==> config.mk <==
export PLATFORM = sky130hd
export DESIGN_NAME = lfsr4_next
export DESIGN_NICKNAME = d
export VERILOG_FILES = /design/src/rtl/lfsr4_pkg.sv /design/src/rtl/lfsr4_next.sv
export SDC_FILE = /design/constraint.sdc
export NUM_CORES = 1
export LEC_CHECK = 0
export BUFFER_PORTS_ARGS = -buffer_cell sky130_fd_sc_hd__buf_2
export CAP_MARGIN = 20
export CORE_AREA = 2 2 39 41
export DETAILED_ROUTE_END_ITERATION = 7
export DIE_AREA = 0 0 41 43
export PLACE_DENSITY = 0.36
export SLEW_MARGIN = 40
export SYNTH_ARGS = -nofsm -noshare
export SYNTH_HDL_FRONTEND = slang
export SYNTH_SLANG_ARGS = --single-unit
==> constraint.sdc <==
create_clock -name vclk -period 2.5
set_clock_uncertainty 0.2 [all_clocks]
set_input_delay 0.375 -clock vclk [all_inputs]
set_output_delay 0.375 -clock vclk [all_outputs]
set_load 0.03 [all_outputs]
==> src/rtl/lfsr4_pkg.sv <==
// Shared definitions for the lfsr4 generator/checker pair.
//   TAP        : feedback tap mask per polynomial select (mod)
//   state_e    : checker synchronisation state
//   next_word(): one LFSR step, fb = ^(w & TAP[mod]), shift left, fb into bit 0
package lfsr4_pkg;

  localparam logic [3:0] TAP [8] = '{
    4'b1100, 4'b1001, 4'b1111, 4'b0110, 4'b1010, 4'b0011, 4'b1110, 4'b0101
  };

  typedef enum logic [1:0] {
    StSearch = 2'd0,
    StVerify = 2'd1,
    StLocked = 2'd2
  } state_e;

  function automatic logic [3:0] next_word(input logic [3:0] w, input logic [2:0] mod);
    return {w[2:0], ^(w & TAP[mod])};
  endfunction

endpackage

==> src/rtl/lfsr4_next.sv <==
// Combinational next-word function of the lfsr4 sequence.
//   w_i    : current word
//   mod_i  : polynomial select
//   next_o : word that follows w_i
module lfsr4_next
  import lfsr4_pkg::*;
(
  input  logic [3:0] w_i,
  input  logic [2:0] mod_i,
  output logic [3:0] next_o
);

  assign next_o = next_word(w_i, mod_i);

endmodule

==> flow_metrics.tcl <==
set metrics [dict create \
    status "complete, no violations" \
    yosys_warnings 0 \
    synthTopCellsByArea "ha_1, buf_4, xnor2_1, and2_1, mux2i_1" \
    routabilityCongestion 0.596 \
    hold_violations 0 \
    initial_core_util_pct 10.4 \
    die_y_um 43 \
    wirelength_um 276 \
    synth_seq_area_share_pct 0 \
    synth_top_cell_area_share_pct 17.4 \
    syn_inst 20 \
    ctsResizeCount 0 \
    p_total_uw 47.8 \
    crit_path_start_kind "input port" \
    critPathSlowestCell "ha_1" \
    via_per_inst 3.09 \
    rsz0062_at_grt "no" \
    die_w_um 41 \
    area_growth_pct 36.5 \
    whs_path_depth 2 \
    grt_pass1_wl_um 400 \
    fin_crit_sh_pct 81.9 \
    hp-start "w_i[0]" \
    synth_most_common_cell "buf_4" \
    n_antenna_cell 0 \
    rows 14 \
    cp.required_ps 1920 \
    power.share.clock_pct 0 \
    crit_type "input port to output pin" \
    nClkBuffers 0 \
    ioPinCount 11 \
    antenna_left 0 \
    synth.avg_cell_area_um2 7.19 \
    p_sw_share_pct 59.9 \
    dr_total_vias 136 \
    cp_max_fo 4 \
    postCtsHoldBufs 0 \
    synth_cell_types 13 \
    netlist_area_um2 144 \
    crit_chain "buf_2 > ha_1 > nor2_1 > o21ai_1 > xnor2_1 > xnor2_1 > buf_2" \
    period_minus_slack_ps 2050 \
    p_int_uw 19.2 \
    fin_nets 39 \
    max_slew.worst_pin.slew_ps 164 \
    grt_max_degree 8 \
    tns_ps 0 \
    dieArea_um2 1760 \
    grt_use_total_pct 3.00 \
    wl_per_cell_um 6.27 \
    seq_cells 0 \
    combPwrFrac_pct 100.0 \
    core_area_um2 1380 \
    drive_above_1_share_pct 42.9 \
    placed_cells 44 \
    pwr-share-seq_pct 0 \
    p_switching_uw 28.7 \
    layout.cells.non_filler 44 \
    drt-pass1-iter-count 1 \
    hold_class "input port to output pin" \
    drt_iter0_markers 0 \
    fmax_ghz 0.488 \
    maxSlewHeadroom_pct 89.0 \
    maxCapViolCount 0 \
    critical_path.max_stage_delay_ps 280 \
    arrival_ps 1470 \
    seqCellArea_um2 0 \
    endpoint_kind "output pin" \
    globalRouteOverflowTotal 0 \
    postCtsSetupRepairBufs 0 \
    antenna_found_initial 0 \
    slew_violations 0 \
    hold_path_end "next_o[1]" \
    vdd_drop_max_mv 0.0520 \
    drc 0 \
    grt_pass1_vias 102 \
    setup_viol 0 \
    p_leak_uw 0.000101 \
    synth_nets 29 \
    pwr_density_cell_nw_per_um2 243 \
    synth_area_leader_cell "ha_1" \
    port_buffers 11 \
]
[cells in the final DEF (no fill, tap or decap)]
cell type / count
and2_1: 2
and2b_1: 1
buf_2: 11
ha_1: 2
inv_1: 1
mux2i_1: 1
nand2_1: 1
nor2_1: 2
nor2b_1: 1
o21ai_1: 2
o21ai_2: 1
xnor2_1: 2
xor2_1: 1
[critical path: cells and delay by family]
family	cells	cell delay, ps
AO/OA/AOI/OAI	1	80
XOR/XNOR	2	300
adder cells (fa/ha/maj)	1	280
buffers and inverters	2	330
AND/OR/NAND/NOR	1	100
[cell families (layout without fill, tap and decap cells)]
group           count (synthesis)  after routing  share of synthesized area [%]
xor+xnor                        3              3                           18.3
mux                             1              1                           6.96
buf+inv                         4             12                           18.3
compound gates                  3              3                           13.0
simple gates                    7              7                           26.1
fa+ha+maj                       2              2                           17.4
[metrics by stage]
| step | hold slack [ps] | cell area [um^2] | worst slack [ps] | util [%] |
|---|---|---|---|---|
| final | 816 | 196 | 451 | 14.2 |
| after floorplan | 682 | 144 | 444 | - |
| after global routing | 826 | 196 | 293 | 14.2 |
| after global placement | 818 | 196 | 427 | 14.2 |
| after CTS | 819 | 196 | 421 | 14.2 |
| after detailed placement | 819 | 196 | 421 | 14.2 |
[power by group through the flow]
stage	Clock (uW)	Sequential (uW)	Combinational, uW
global placement	0	0	48.7
global route	0	0	53.3
detailed placement	0	0	48.7
floorplan	0	0	36.0
finish	0	0	47.8
CTS	0	0	48.7
[metal layers]
metal  part of all wire [%]  global-route usage, %  wire length (um)
met5                      0                      0                 0
met3                     12                      0                33
met1                     49                   5.06               136
met4                      0                      0                 0
met2                     38                   4.38               106
[area by class of cell]
| cell class | count | area [um^2] |
|---|---|---|
| fillers | 168 | 1190 |
| inverters | 1 | 3.75 |
| multi-input cells | 16 | 118 |
| well taps | 16 | 20.0 |
| repair buffers | 11 | 55.1 |
[worst max-delay path by stage]
stage / endpoint / slack [ps] / cells past startpoint / start
after global routing: next_o[0] / 290 / 8 / mod_i[1]
after global placement: next_o[0] / 430 / 7 / mod_i[0]
after CTS: next_o[0] / 420 / 7 / mod_i[0]
after detailed placement: next_o[0] / 420 / 7 / mod_i[0]
after floorplan: next_o[0] / 440 / 6 / mod_i[1]
final: next_o[0] / 450 / 7 / mod_i[0]
Power figures use the tool's default switching activity.
